--- src/rtl/shift_reg_4_pkg.sv ---
// Shared width, reset value and word type for the 4-bit parallel-load shift register.
package shift_reg_4_pkg;

  localparam int SHIFT_REG_4_WIDTH = 4;

  typedef logic [SHIFT_REG_4_WIDTH-1:0] shift_reg_4_word_t;

  localparam shift_reg_4_word_t SHIFT_REG_4_RST_VAL = '0;

endpackage : shift_reg_4_pkg

--- src/rtl/shift_reg_4_cell.sv ---
// One bit of the shift register: async-clear flop with a hold / load / shift-in next-state mux.
module shift_reg_4_cell #(
  parameter logic RST_BIT = 1'b0
) (
  input  logic clk,
  input  logic areset,
  input  logic load_i,
  input  logic load_bit_i,
  input  logic ena_i,
  input  logic shift_in_i,
  output logic q_o
);

  logic bit_d;
  logic bit_q;

  // Next-state select; load outranks shift, otherwise hold.
  always_comb begin
    bit_d = bit_q;
    if (load_i) begin
      bit_d = load_bit_i;
    end else if (ena_i) begin
      bit_d = shift_in_i;
    end else begin
      bit_d = bit_q;
    end
  end

  // State flop with asynchronous clear.
  always_ff @(posedge clk or posedge areset) begin
    if (areset) begin
      bit_q <= RST_BIT;
    end else begin
      bit_q <= bit_d;
    end
  end

  assign q_o = bit_q;

endmodule : shift_reg_4_cell

--- src/rtl/shift_reg_4.sv ---
// 4-bit parallel-load, logical right-shift register with asynchronous clear.
// Define SHIFT_REG_4_ASSERT_EN to compile in simulation-only SVA checks.
module shift_reg_4
  import shift_reg_4_pkg::*;
#(
  parameter int WIDTH = SHIFT_REG_4_WIDTH
) (
  input  logic [WIDTH-1:0] in,
  input  logic             areset,
  input  logic             load,
  input  logic             clk,
  input  logic             ena,
  output logic [WIDTH-1:0] Q
);

  wire  [WIDTH-1:0] q_s;
  logic [WIDTH-1:0] shift_src_s;

  // Each cell takes its upper neighbour; zeros enter at the MSB.
  assign shift_src_s = {1'b0, q_s[WIDTH-1:1]};

  for (genvar i = 0; i < WIDTH; i++) begin : g_cell
    shift_reg_4_cell #(
      .RST_BIT (SHIFT_REG_4_RST_VAL[i])
    ) u_cell (
      .clk        (clk),
      .areset     (areset),
      .load_i     (load),
      .load_bit_i (in[i]),
      .ena_i      (ena),
      .shift_in_i (shift_src_s[i]),
      .q_o        (q_s[i])
    );
  end

  assign Q = q_s;

`ifdef SHIFT_REG_4_ASSERT_EN
  a_reset_clear : assert property (@(posedge clk) areset |-> (Q == '0));

  a_load : assert property (@(posedge clk) disable iff (areset)
    ($past(load) && !$past(areset)) |-> (Q == $past(in)));

  a_shift : assert property (@(posedge clk) disable iff (areset)
    ($past(ena) && !$past(load) && !$past(areset)) |-> (Q == ($past(Q) >> 1)));

  a_shift_msb : assert property (@(posedge clk) disable iff (areset)
    ($past(ena) && !$past(load) && !$past(areset)) |-> (Q[WIDTH-1] == 1'b0));
`else
`endif

endmodule : shift_reg_4

--- config.mk ---
export PLATFORM = sky130hd
export DESIGN_NAME = shift_reg_4
export DESIGN_NICKNAME = d
export VERILOG_FILES = /design/src/rtl/shift_reg_4_pkg.sv /design/src/rtl/shift_reg_4_cell.sv /design/src/rtl/shift_reg_4.sv
export SDC_FILE = /design/constraint.sdc
export NUM_CORES = 1
export LEC_CHECK = 0
export BUFFER_PORTS_ARGS = -buffer_cell sky130_fd_sc_hd__buf_2
export CAP_MARGIN = 20
export CORE_AREA = 10 10 47 49
export DETAILED_ROUTE_END_ITERATION = 8
export DIE_AREA = 0 0 57 59
export HOLD_SLACK_MARGIN = 0.15
export SETUP_SLACK_MARGIN = 0.3
export SLEW_MARGIN = 0
export SYNTH_ARGS = -nofsm -noshare
export SYNTH_HDL_FRONTEND = slang
export SYNTH_SLANG_ARGS = --single-unit
export TNS_END_PERCENT = 20
--- constraint.sdc ---
create_clock -name clk -period 2 [get_ports clk]
set_input_delay 0.6 -clock clk [delete_from_list [all_inputs] [get_ports clk]]
set_output_delay 0.6 -clock clk [all_outputs]
set_load 0.02 [all_outputs]
### Word level (Yosys, flattened, before mapping)

Index checks and enable logic that the tools add are counted.

| word-level totals | value |
|---|---|
| bits in registers | 4 |
| output and inout port bits | 4 |

| operators by class | value |
|---|---|
| multiplexer cells | 8 |
| reductions and logical operators | 1 |

Operators by type and width:

| kind | count |
|---|---|
| $mux 1 | 8 |
| $reduce_bool 2->1 | 1 |

### Logic depth before layout (Yosys ltp)

Gate-level depths: netlist of run 1.

| logic depth | value |
|---|---|
| depth after elaboration | 2 |
| depth in mapped cells | 2 |
| gate-level depth less buffers | 2 |

### Modules after synthesis

A second synthesis of run 1 with hierarchy kept.

| unflattened totals | value |
|---|---|
| cells, all modules | 21 |
| area total of the unflattened synthesis | 193.9 sq um |

By module, submodules not included:

| module | times used | cells each | area each (sq um) | seq. area each (sq um) |
|---|---|---|---|---|
| shift_reg_4_cell | 4 | 5 | 47.5 | 25.0 |
| shift_reg_4 | 1 | 1 | 3.8 | 0.0 |

### Least setup slack after synthesis of run 1

No wires, ideal clock.

| timing path | value |
|---|---|
| path kind | reg-to-output |
| from | register g_cell[3].u_cell.bit_q |
| to | output Q[3] |
| data arrival time | 0.517 ns |
| required time | 1.400 ns |
| path slack | 0.883 ns |
| stages on the path, launching flop included | 2 |
| buffers on the path | 1 |
| path through | dfrtp_1 buf_4 |

RTL lines:

| item | line | RTL |
|---|---|---|
| start: declaration | shift_reg_4_cell.sv:15 | `logic bit_q;` |
| start signal: assignment | shift_reg_4_cell.sv:34 | `bit_q <= bit_d;` |
| end: declaration | shift_reg_4.sv:13 | `output logic [WIDTH-1:0] Q` |

No word-level cell between the ends.

### Final worst setup path of run 1

| timing path | value |
|---|---|
| from | register g_cell[3].u_cell.bit_q |
| to | output Q[3] |

No word-level cell between the ends.

==> results of run 1 <==
-- worst min-delay path by stage --
stage                           end  slack (ns)  cells past startpoint
3_3_place_gp   g_cell[3].u_cell.q_o        0.49                      2
3_5_place_dp   g_cell[3].u_cell.q_o        0.49                      2
2_1_floorplan  g_cell[0].u_cell.q_o        0.37                      1
5_1_grt        g_cell[1].u_cell.q_o        0.25                      2
6_report       g_cell[1].u_cell.q_o        0.24                      2
4_1_cts        g_cell[1].u_cell.q_o        0.24                      2
-- cells in the mapped netlist --
| library cell | n |
|---|---|
| dfrtp_1 | 4 |
| buf_4 | 4 |
| nand2b_1 | 1 |
| inv_1 | 1 |
| mux2i_1 | 3 |
| o21ai_0 | 1 |
| nand2_1 | 4 |
| o21ai_1 | 3 |
-- metal layers --
metal	global-route usage [%]	routed length [um]	part of all wire [%]	vias to the layer above
li1	-	-	-	86
met1	2.76	191	38	72
met2	3.41	174	35	12
met3	4.51	131	26	0
met4	5.03	0	0	0
met5	0	0	0	-
-- power breakdown --
part	internal (mW)	total, mW	switching, mW
Combinational	0.0169	0.0409	0.0240
Clock	0.0669	0.0962	0.0294
Sequential	0.0890	0.0938	0.00483
Total	0.173	0.231	0.0582
-- final cells by class --
type	count	area, sq um
fill	173	1130
tap	16	20.0
sequential	4	100
clock buffer	3	22.5
multi-input combinational	12	71.3
inverter	1	3.75
timing repair buffer	11	55.1
-- cells by family after synthesis --
group	count (synthesis)
simple gates	5
buf+inv	5
compound gates	4
flops	4
mux	3
-- stage by stage --
step	util, %	setup WS [ns]	cell area [sq um]
5_1_grt	19.5	0.587	273
3_5_place_dp	17.9	0.840	250
4_1_cts	19.5	0.611	273
6_report	19.5	0.622	273
3_3_place_gp	17.9	0.868	250
2_1_floorplan	-	0.883	205
==> results.yml, run 1 <==
synth:
  synthMuxAreaShare_pct: 14.6
  seq_area_frac_synth_pct: 48.8
  synth_xor_area_share_pct: 0
  synth_fa_ha_area_share_pct: 0
  avgSynthCellArea_sq_um: 9.77
  yosysTopAreaCellShare_pct: 48.8
  syn_area_sq_um: 205
  ys_types: 8
  yosys.area.top_type: "dfrtp_1"
  synth_top_family_by_area: "buffers and inverters"
  synth_compound_area_share_pct: 9.76
  synthTopCellsByArea: "dfrtp_1, mux2i_1, buf_4, o21ai_1, nand2_1"
  synth.net_count: 29
  yosysWarnings: 0
  ys_ff_latch: 4
  yosys.area_share.simple_pct: 10.4
  syn_inst: 21
critical_path:
  timing.reg2reg.setup_slack_ns: 1.25
  critical_path.max_stage_delay_ns: 0.38
  critPathMaxFanout: 3
  cp.depth: 1
  r2r_end: "g_cell[2].u_cell.q_o"
  worstSetupEndpoint: "Q[3]"
  cp-end-kind: "output pin"
  cp-start-kind: "register"
  worst-path-buf-inv: 1
  reg2reg_from: "g_cell[3].u_cell.q_o"
  r2r_cells: 2
  worst_path_max_delay_cell: "dfrtp_1"
  worstPathRequired_ns: 1.40
  critPathTopFamily: "flip-flops"
  crit_type: "reg -> out"
  arrival_ns: 0.78
  cp_cell_sequence: "buf_2"
  startpoint: "g_cell[3].u_cell.q_o"
pwr:
  p_total_mw: 0.231
  powerDensity_nw_per_um2: 847
  peakVddDrop_v: 0.000125
  leakagePower_nw: 0.147
timing:
  hold_viol_final: 0
  fmax_mhz: 726
  setup_violations: 0
  period_share_pct: 68.9
  worst_pin_slew_ns: 0.167
  hold_ws_ns: 0.242
  slew_viol_final: 0
  post-route-min-period_ns: 1.38
  finClkSkew_ns: 0.00228
  fin_setup_tns_ns: 0
  slew_headroom_pct: 88.6
  rsz0062_at_grt: "no"
global_route:
  grt_pass1_wl_um: 800
  antenna_found_initial: 0
  overflow: 0
  track_usage_pct: 3.51
  grt_pass1_vias: 201
  grt_max_degree: 9
clock_tree:
  path_clk_slew_ns: 0.04
  cts_num_sinks: 4
  cts_max_level: 1
  post_cts_buffers: 0
  cts-root-buf: "clkbuf_4"
  tritoncts: "done"
  cts_resized: 0
  clk_path_buf_depth: 2
  ctsHoldBuffers: 0
  numCtsBuffers: 3
  worstSkewPairLatency_ns: 0.23
floorplanning:
  initial_core_util_pct: 14.6
  die_height_um: 59
  rows: 14
  io-pin-count: 12
  die_area_sq_um: 3360
  dieWidth_um: 57
  core_area_sq_um: 1400
final_layout:
  largest_reg_flops: 4
  area_delta_synth_final_pct: 32.9
  layout.cells.non_filler: 47
  num-nets-final: 41
  drive_above_1_share_pct: 45.2
  layout_commonest_cell: "buf_2"
  antenna_cells: 0
  final_cell_mix: "buf_2, nand2_1, dfrtp_1"
detailed_routing:
  viasPerCell: 3.62
  remaining_drc_errors: 0
  drtIter0Drc: 0
  wl_per_cell_um: 10.6
  dr.pass1.iters: 1
  ant_nets: 0
  wl_um: 497
  vias: 170
place:
  gp_congestion: 0.657
  io_buffers: 11
  post-place-cells: 44
min_path:
  hold_path.class: "in -> async"
status:
  status: "completed"
job:
  cap_viol_max_count: 0
Note: power is estimated with default switching activity, not from simulation.
==> run 2, diff against run 1 <==
==> constraint.sdc (replaced) <==
create_clock -name clk -period 1.2 [get_ports clk]
set_input_delay 0.36 -clock clk [delete_from_list [all_inputs] [get_ports clk]]
set_output_delay 0.36 -clock clk [all_outputs]
set_load 0.02 [all_outputs]
==> run 2 against run 1 <==
Net effect: via count increased by 9.4%; count of clock-buffer cells in the layout unchanged; routed wire length increased by 12%; sequential cell count unchanged; hold slack improved by 0.098 ns; largest cell class is now non-clock buffers; clock power increased by 73%; power increased by 83%; utilization increased by 4.1 points; clock skew increased by 0.0037 ns; critical endpoint is now Q[1]; cell count increased by 8.5%; sequential power increased by 67%; non-clock buffer count increased by 4.
==> results.yml, run 2 (synthesis gave the netlist of run 1 again) <==
critical_path:
  critical_path.max_stage_delay_ns: 0.39
  cp_cell_sequence: "buf_6"
  worstPathRequired_ns: 0.84
  arrival_ns: 0.76
  worst-path-buf-inv: 1
  critPathMaxFanout: 2
  worst_path_max_delay_cell: "dfrtp_1"
  cp-start-kind: "register"
  critPathTopFamily: "flip-flops"
  crit_type: "reg -> out"
  cp-end-kind: "output pin"
min_path:
  hold_path.class: "in -> reg"
global_route:
  grt_pass1_wl_um: 938
  track_usage_pct: 4.00
  grt_max_degree: 9
  overflow: 0
  antenna_found_initial: 0
  grt_pass1_vias: 218
final_layout:
  multiInputGateArea_sq_um: 71.3
  drive_above_1_share_pct: 48.6
  postLayoutCoreUtil_pct: 23.6
  largest_reg_flops: 4
  layout_commonest_cell: "buf_2"
  finish.instance_area_sq_um: 330
  antenna_cells: 0
  final_cell_mix: "buf_2, nand2_1, dfrtp_1, buf_6"
  n_fill_cell: 170
  area_delta_synth_final_pct: 61.0
  seqCellArea_sq_um: 100
  num-nets-final: 45
timing:
  hold_viol_final: 0
  period_share_pct: 93.1
  slew_headroom_pct: 89.5
  post-route-min-period_ns: 1.12
  setup_violations: 0
  fmax_mhz: 895
  fin_setup_tns_ns: 0
  worst_pin_slew_ns: 0.152
  slew_viol_final: 0
  finClkSkew_ns: 0.00598
  rsz0062_at_grt: "yes"
  hold_ws_ns: 0.339
clock_tree:
  cts_max_level: 1
  path_clk_slew_ns: 0.04
  tritoncts: "done"
  worstSkewPairLatency_ns: 0.23
  clk_path_buf_depth: 2
  cts_num_sinks: 4
  numCtsBuffers: 3
  cts-root-buf: "clkbuf_4"
detailed_routing:
  wl_um: 559
  dr.pass1.iters: 1
  vias: 186
  remaining_drc_errors: 0
  drtIter0Drc: 0
  wl_per_cell_um: 11.0
  viasPerCell: 3.65
  ant_nets: 0
pwr:
  leakagePower_nw: 0.173
  peakVddDrop_v: 0.000191
  p_total_mw: 0.423
  powerDensity_nw_per_um2: 1280
floorplanning:
  core_area_sq_um: 1400
  die_area_sq_um: 3360
  initial_core_util_pct: 14.6
  die_height_um: 59
  dieWidth_um: 57
  io-pin-count: 12
  rows: 14
status:
  status: "completed"
place:
  io_buffers: 11
  placed_area_sq_um: 250
  gp_congestion: 0.658
job:
  cap_viol_max_count: 0
[run 2: changes by cell type in the layout (fill, tap and decap cells not counted)]
cell           previous run  this run
dlygate4sd3_1             0         1
buf_2                    11         7
buf_4                     0         3
buf_6                     0         4
[run 2: worst paths after layout]
check / from / endpoint / slack (ns) / depth (start not counted)
min reg2reg: g_cell[0].u_cell.q_o / g_cell[0].u_cell.q_o / 0.58 / 2
min in group asynchronous: areset / g_cell[1].u_cell.q_o / 0.55 / 3
max reg2reg: g_cell[3].u_cell.q_o / g_cell[2].u_cell.q_o / 0.34 / 3
min: in[0] / g_cell[0].u_cell.q_o / 0.34 / 3
max: g_cell[1].u_cell.q_o / Q[1] / 0.08 / 1
max in group asynchronous: areset / g_cell[2].u_cell.q_o / 0.50 / 3
[run 2: layout make-up]
class | instances | area share (%)
timing repair buffer | 15 | 34.1
sequential | 4 | 30.3
multi-input combinational | 12 | 21.6
clock buffer | 3 | 6.82
tap | 16 | 6.06
inverter | 1 | 1.14
[run 2: report_power, final]
group	internal, mW	switching, mW
logic	0.0554	0.0451
registers	0.148	0.00898
clock network	0.112	0.0538
total	0.315	0.108
[run 2: what timing repair did]
item,in CTS,in global routing
pin swaps,0,0
setup buffers,3,0
hold buffers,1,0
gates resized for setup,8,0
hold endpoints to repair,4,0
endpoints found under the setup margin,4,6
[run 2: layer usage]
metal / track usage (%) / wire length [um]
met1: 3.37 / 215
met4: 5.03 / 0
met3: 4.08 / 104
met2: 4.65 / 239
met5: 0 / 0
[run 2: stage by stage]
stage	worst slack (ns)	instances
2_1_floorplan	0.323	21
3_3_place_gp	0.308	44
3_5_place_dp	0.280	44
4_1_cts	0.0770	51
5_1_grt	0.0563	51
6_report	0.0830	51
